`src/rtl/painterengine_gpu_writer_arbiter.sv`:
```
// Round-robin arbiter granting one of four requesters exclusive use of a single DMA writer.
// Each job sequences router select, a rearm hold in reset, run with timeout, then a one-cycle ack/err.
module painterengine_gpu_writer_arbiter #(
  parameter int PARAM_REARM_CYCLES   = 4,
  parameter int PARAM_TIMEOUT_CYCLES = 65535
) (
  input  logic       i_wire_clock,
  input  logic       i_wire_resetn,
  input  logic [3:0] i_wire_req,
  output logic [3:0] o_wire_ack,
  output logic [3:0] o_wire_err,
  output logic [2:0] o_wire_err_type,
  output logic [3:0] o_wire_writer_router,
  output logic       o_wire_writer_resetn,
  input  logic       i_wire_writer_done,
  input  logic       i_wire_writer_error,
  input  logic [2:0] i_wire_writer_error_type,
  output logic       o_wire_busy,
  output logic [1:0] o_wire_grant_index
);

  localparam logic [7:0]  REARM_LAST   = 8'(PARAM_REARM_CYCLES - 1);
  localparam logic [15:0] TIMEOUT_LAST = 16'(PARAM_TIMEOUT_CYCLES - 1);

  typedef enum logic [1:0] {ST_IDLE, ST_ARM, ST_RUN, ST_COMPLETE} state_t;

  state_t      state;
  logic [1:0]  last_grant;
  logic [7:0]  rearm_cnt;
  logic [15:0] timeout_cnt;

  logic        pick_vld;
  logic [1:0]  pick;
  logic [1:0]  idx;

  // Search starts just past the last winner, so the previous winner is checked last.
  always_comb begin
    pick_vld = 1'b0;
    pick     = last_grant;
    idx      = last_grant;
    for (int i = 1; i <= 4; i++) begin
      idx = last_grant + i[1:0];
      if (!pick_vld && i_wire_req[idx]) begin
        pick_vld = 1'b1;
        pick     = idx;
      end
    end
  end

  assign o_wire_busy = (state != ST_IDLE);

  always_ff @(posedge i_wire_clock or negedge i_wire_resetn) begin
    if (!i_wire_resetn) begin
      state                <= ST_IDLE;
      last_grant           <= 2'd3;
      o_wire_grant_index   <= 2'd0;
      o_wire_ack           <= 4'h0;
      o_wire_err           <= 4'h0;
      o_wire_err_type      <= 3'h0;
      o_wire_writer_router <= 4'h0;
      o_wire_writer_resetn <= 1'b0;
      rearm_cnt            <= 8'd0;
      timeout_cnt          <= 16'd0;
    end else begin
      case (state)
        ST_IDLE: begin
          o_wire_writer_resetn <= 1'b0;
          o_wire_writer_router <= 4'h0;
          if (pick_vld) begin
            o_wire_grant_index   <= pick;
            last_grant           <= pick;
            o_wire_writer_router <= 4'(1 << pick);
            rearm_cnt            <= 8'd0;
            state                <= ST_ARM;
          end
        end
        ST_ARM: begin
          if (rearm_cnt == REARM_LAST) begin
            o_wire_writer_resetn <= 1'b1;
            timeout_cnt          <= 16'd0;
            state                <= ST_RUN;
          end else begin
            rearm_cnt <= rearm_cnt + 8'd1;
          end
        end
        ST_RUN: begin
          timeout_cnt <= timeout_cnt + 16'd1;
          // Error outranks done, done outranks timeout; any exit releases the writer.
          if (i_wire_writer_error) begin
            o_wire_err      <= o_wire_writer_router;
            o_wire_err_type <= i_wire_writer_error_type;
          end else if (i_wire_writer_done) begin
            o_wire_ack <= o_wire_writer_router;
          end else if (timeout_cnt == TIMEOUT_LAST) begin
            o_wire_err      <= o_wire_writer_router;
            o_wire_err_type <= 3'h7;
          end
          if (i_wire_writer_error || i_wire_writer_done || timeout_cnt == TIMEOUT_LAST) begin
            o_wire_writer_resetn <= 1'b0;
            o_wire_writer_router <= 4'h0;
            state                <= ST_COMPLETE;
          end
        end
        ST_COMPLETE: begin
          o_wire_ack <= 4'h0;
          o_wire_err <= 4'h0;
          state      <= ST_IDLE;
        end
        default: state <= ST_IDLE;
      endcase
    end
  end

endmodule

```
`config.mk`:
```
export PLATFORM = sky130hd
export DESIGN_NAME = painterengine_gpu_writer_arbiter
export DESIGN_NICKNAME = d
export VERILOG_FILES = /design/src/rtl/painterengine_gpu_writer_arbiter.sv
export SDC_FILE = /design/constraint.sdc
export NUM_CORES = 1
export LEC_CHECK = 0
export BUFFER_PORTS_ARGS = -buffer_cell sky130_fd_sc_hd__buf_2
export CAP_MARGIN = 20
export CORE_MARGIN = 2
export CORE_UTILIZATION = 52
export CTS_BUF_LIST = sky130_fd_sc_hd__clkbuf_8 sky130_fd_sc_hd__clkbuf_16
export DETAILED_ROUTE_END_ITERATION = 8
export PLACE_DENSITY = 0.76
export SLEW_MARGIN = 10
export SYNTH_ARGS = -nofsm -noshare
export SYNTH_HDL_FRONTEND = slang
export SYNTH_SLANG_ARGS = --single-unit
export TNS_END_PERCENT = 50
```
`constraint.sdc`:
```
create_clock -name i_wire_clock -period 1.8 [get_ports i_wire_clock]
set_input_delay 0.27 -clock i_wire_clock [delete_from_list [all_inputs] [get_ports i_wire_clock]]
set_output_delay 0.27 -clock i_wire_clock [all_outputs]
set_load 0.03 [all_outputs]
```
==> After elaboration in Yosys (flattened, before gate mapping) <==
Index checks and enable logic that the tools add are counted.
{ "word_totals": {"word_cells": 100, "inputBits": 11, "register_bits": 46} }
{ "op_classes": {"n_eq_ne": 14, "shift": 1, "addsub": 5, "n_reduce_logical": 25, "muxes": 41, "order_cmp": 4} }
{ "op_table": {"columns": ["operator", "n"], "rows": [
  ["$pmux 16 s2", 1],
  ["$mux 4", 7],
  ["$pmux 4 s2", 3],
  ["$reduce_and 3->1", 6],
  ["$add 16x1->16 const B", 1],
  ["$eq 16x16->1 const B", 1],
  ["$mux 16", 1],
  ["$mux 8", 2],
  ["$pmux 8 s2", 1],
  ["$mux 2", 7],
  ["$lt 2x3->1 const B", 4],
  ["$ne 2x2->1 const B", 6],
  ["$reduce_bool 2->1", 6],
  ["$mux 1", 10],
  ["$mux 3", 3],
  ["$add 8x1->8 const B", 1],
  ["$bmux 1 s2", 4],
  ["$eq 8x2->1 const B", 1],
  ["$pmux 2 s4", 1],
  ["$ne 3x3->1 const B", 2],
  ["$reduce_and 2->1", 3],
  ["$add 2x2->2 const B", 2],
  ["$eq 2x2->1 const B", 2],
  ["$shl 1x2->4 const A", 1],
  ["9 further kinds", 14]
]} }

==> Depth between registers and ports, before layout <==
{ "depth": {"word_depth": 16, "ltp_mapped": 9, "depth_no_buf": 7} }

==> Worst setup path after synthesis <==
No wires, ideal clock.
{ "synth_path": {"path_type": "register -> register", "startpoint": "register rearm_cnt[0]", "endpoint": "register o_wire_writer_resetn", "slack_ns": -0.016, "stages_incl_launch_ff": 7, "t_arrival_ns": 1.691, "synth_period_minus_slack_ns": 1.816, "setup_time_ns": 0.125, "required_ns": 1.675, "path_cell_list": "dfrtp_1 > ha_1 > nor4b_4 > a21boi_0 > nor2_1 > o31a_1 > mux2_2"} }
{ "synth_between": {"elab_chain_len": 3} }
{ "synth_lines": {"columns": ["element", "line_no", "text"], "rows": [
  ["from (decl)", "29", "logic [7:0] rearm_cnt;"],
  ["from (signal assigned)", "83", "rearm_cnt <= rearm_cnt + 8'd1;"],
  ["$eq 8x2->1", "78", "if (rearm_cnt == REARM_LAST) begin"],
  ["$ne 2x2->1 (no line)", null, null],
  ["$reduce_and 3->1 (no line)", null, null],
  ["to (signal assigned)", "67", "o_wire_writer_resetn <= 1'b0;"],
  ["to (signal assigned)", "79", "o_wire_writer_resetn <= 1'b1;"],
  ["to (signal assigned)", "99", "o_wire_writer_resetn <= 1'b0;"],
  ["to (decl)", "14", "output logic o_wire_writer_resetn,"]
]} }
Every way passes these cells.
A chain may end at the register's enable or synchronous reset.

==> Worst setup path after layout <==
{ "layout_path": {"startpoint": "register rearm_cnt[0]", "endpoint": "register timeout_cnt[2]"} }
{ "layout_between": {"elab_chain_len": 3} }
{ "layout_lines": {"columns": ["element", "line_no", "text"], "rows": [
  ["$eq 8x2->1", "78", null],
  ["$ne 2x2->1 (no line)", null, null],
  ["$reduce_and 2->1 (no line)", null, null],
  ["to (signal assigned)", "87", "timeout_cnt <= timeout_cnt + 16'd1;"],
  ["to (decl)", "30", "logic [15:0] timeout_cnt;"]
]} }
Every way passes these cells.

==> qor.txt <==
Core box area -> 4690 sq um
Ant diodes -> 0
Peak supply drop -> 308 uV
Area leader, netlist -> dfrtp_1
Critical Path RT -> 2.00 ns
Vias in the first global route -> 1,934
Layout cell share with drive strength beyond 1 -> 36.3%
Post-synth EDFFs -> 0
Syn avg cell area -> 9.94 sq um
Inserted Clock Buffers -> 5
Status -> finished, final reports clean
Detailed placer's ending HPWL -> 3940 um
# fillers -> 350
Fin crit share -> 96.9%
# IOs -> 30
CP Max Fanout -> 5
Final design utilization -> 69.5%
Clock latency on the worst-skew pair -> 0.30 ns
DP Area -> 3010 sq um
Synthesis-stage register bit count -> 46
Slowest cell on crit path -> dfrtp_1
Area of the multi-input gates -> 1370 sq um
Worst-Margin Slew -> 0.572 ns
FFs w/ async S/R, synth -> 100%
Syn Nets -> 270
CP peak stage delay -> 0.39 ns
Achievable Freq -> 0.574 GHz
Largest net degree at the start of global routing -> 27
Slew headroom -> 61.8%
Tightest Hold Check Type -> in -> reg
Fin. Hold Viols -> 0
Die X -> 73.4 um
Commonest cells after routing, fill and taps aside -> 48 x buf_4, 44 x dfrtp_1, 29 x buf_2, 27 x nor2_1, 25 x nand2_1
Setup total negative slack -> 0 ns
Initial Util -> 53.4%
Pre-CTS WS -> -0.0225 ns
Static leakage -> 1.55 nW
Iter 0 DRT Violations -> 123
Final instance area -> 3260 sq um
Fin crit period -> 1.74 ns
Post-Synthesis Cells -> 252
Critical Path Source Type -> flop
Fin. max-slew vios -> 0
Nets -> 348
Area contributors post-synth -> dfrtp_1 44%, xnor2_1 4.9%, nor2_1 4.0%
Via count of the routed design -> 2,155
Fin worst setup slack -> 0.0566 ns
CTS tree -> yes
Routed WL -> 5480 um
Root Buffer -> clkbuf_8
Detailed Routing Iterations Pass 1 -> 4
DR WL/cell -> 14.2 um
Die ar. -> 5390 sq um
Most used DFF post-synth -> dfrtp_1
Gr ovfl total -> 0
Synth Warn # -> 0
Total GRT Usage -> 20.7%
Count of cell types in the netlist -> 46
RSZ-0062 raised after global routing -> true
First-pass GRT wire length -> 8710 um
# port buffers -> 29
Mapped Area -> 2500 sq um
Critical path capture point type -> flop
Share of the synthesized area in the top cell type -> 44.0%
Sequential area share after synthesis -> 46.1%
Clock sink count -> 46
H-tree depth -> 2
P&R area growth vs syn -> 30.2%
Row count -> 25
Vert. Die Dim -> 73.4 um
Max Buffers Root-to-Sink -> 2
P per Cell Area -> 567 nW/um^2
Post-DRT Antenna Nets -> 0
Final Skew -> 0.00804 ns
Max_cap viols -> 0
Crit path kind -> reg -> reg
Setup-failing EPs final -> 0
Crit-path cells -> ha_2, nor4b_4, buf_4, a21boi_2, nor2_1, mux2_2, a22o_1
FF/Latch Area -> 1150 sq um
Hold Worst Slack -> 0.204 ns
GPL Wtd Cong -> 0.834
Commonest non-fill, non-tap cell in the layout -> buf_4
Mean number of vias per cell -> 5.60
Clock Pin Slew Worst Setup and Hold Paths -> 0.09 ns
Antenna violations before repair -> 0
Drt drc -> 0
Crit path DAT -> 1.94 ns
==> registers in the layout, indices dropped and copies added, names as in the netlist, 3 cells and up <==
signal	count
o_wire_ack	4
o_wire_err_type	3
o_wire_writer_router	4
o_wire_err	4
timeout_cnt	16
rearm_cnt	8
==> cells by family after synthesis <==
kind of cell             Yosys count  share of synthesized area (%)
flip-flops                        46                           46.1
multiplexers                       3                           1.35
buffers and inverters             18                           3.10
XOR/XNOR                          18                           6.30
AND/OR/NAND/NOR                  107                           24.1
AO/OA/AOI/OAI                     53                           15.6
adder cells (fa/ha/maj)            7                           3.50
==> final timing paths <==
path                                              from                 end  slack, ns  depth (start not counted)
max                                       rearm_cnt[0]      timeout_cnt[2]       0.06                          7
min                        i_wire_writer_error_type[0]  o_wire_err_type[0]       0.20                          2
max reg2reg                               rearm_cnt[0]      timeout_cnt[2]       0.06                          7
min reg2reg                         o_wire_err_type[1]  o_wire_err_type[1]       0.49                          1
max in group asynchronous                i_wire_resetn  o_wire_err_type[0]       0.67                          3
min in group asynchronous                i_wire_resetn       o_wire_err[0]       0.49                          2
==> synthesized netlist by cell type (4+ instances only) <==
| cell | instances |
|---|---|
| nor2_1 | 27 |
| nor4_1 | 4 |
| a21oi_1 | 10 |
| a22o_1 | 4 |
| nand2_1 | 25 |
| a31oi_1 | 4 |
| inv_1 | 9 |
| clkbuf_1 | 6 |
| nor2b_1 | 7 |
| dfrtp_1 | 44 |
| o21ai_0 | 10 |
| a221o_1 | 4 |
| xnor2_1 | 14 |
| nand2b_1 | 5 |
| xor2_1 | 4 |
| ha_1 | 7 |
| nand3_1 | 15 |
| nor3_2 | 7 |
==> what timing repair did <==
item,4_1_cts,5_1_grt
pin swaps,0,3
hold buffers,1,0
setup buffers,1,3
gates resized for setup,1,19
setup endpoints to repair,9,27
endpoints found under the hold margin,22,0
gates cloned,0,1
==> layout make-up <==
cell class,count,area share (%)
Tap cell,54,2.07
Multi-Input combinational cell,189,42.0
Timing Repair Buffer,79,16.2
Sequential cell,46,35.4
Inverter,9,1.04
Clock inverter,3,1.23
Clock buffer,5,2.11
==> per-stage QoR <==
step	total power, mW	std cells
2_1_floorplan	1.07	252
3_3_place_gp	1.12	371
3_5_place_dp	1.12	371
4_1_cts	1.87	381
5_1_grt	1.92	385
6_report	1.85	385
==> power by group <==
group | total (mW) | switching, mW | internal (mW) | leakage [nW]
logic | 0.0674 | 0.0431 | 0.0243 | 0.883
registers | 1.03 | 0 | 1.03 | 0.611
clock network | 0.749 | 0.341 | 0.409 | 0.0579
==> worst max-delay path: cells and delay by family, from the launching register on <==
| kind | cells | cell delay [ns] |
|---|---|---|
| buffers and inverters | 1 | 0.17 |
| adder cells (fa/ha/maj) | 1 | 0.19 |
| AO/OA/AOI/OAI | 2 | 0.45 |
| AND/OR/NAND/NOR | 2 | 0.19 |
| flip-flops | 1 | 0.39 |
| multiplexers | 1 | 0.26 |
==> per-layer routing <==
layer	wire length, um	GRT usage [%]	vias up	share of wire [%]
met4	123	6.87	0	2.2
met5	0	0	-	0
met2	2640	33.9	45	48
li1	-	-	1062	-
met3	175	3.57	11	3.2
met1	2550	28.0	1037	46
(Power assumes the default switching activity.)
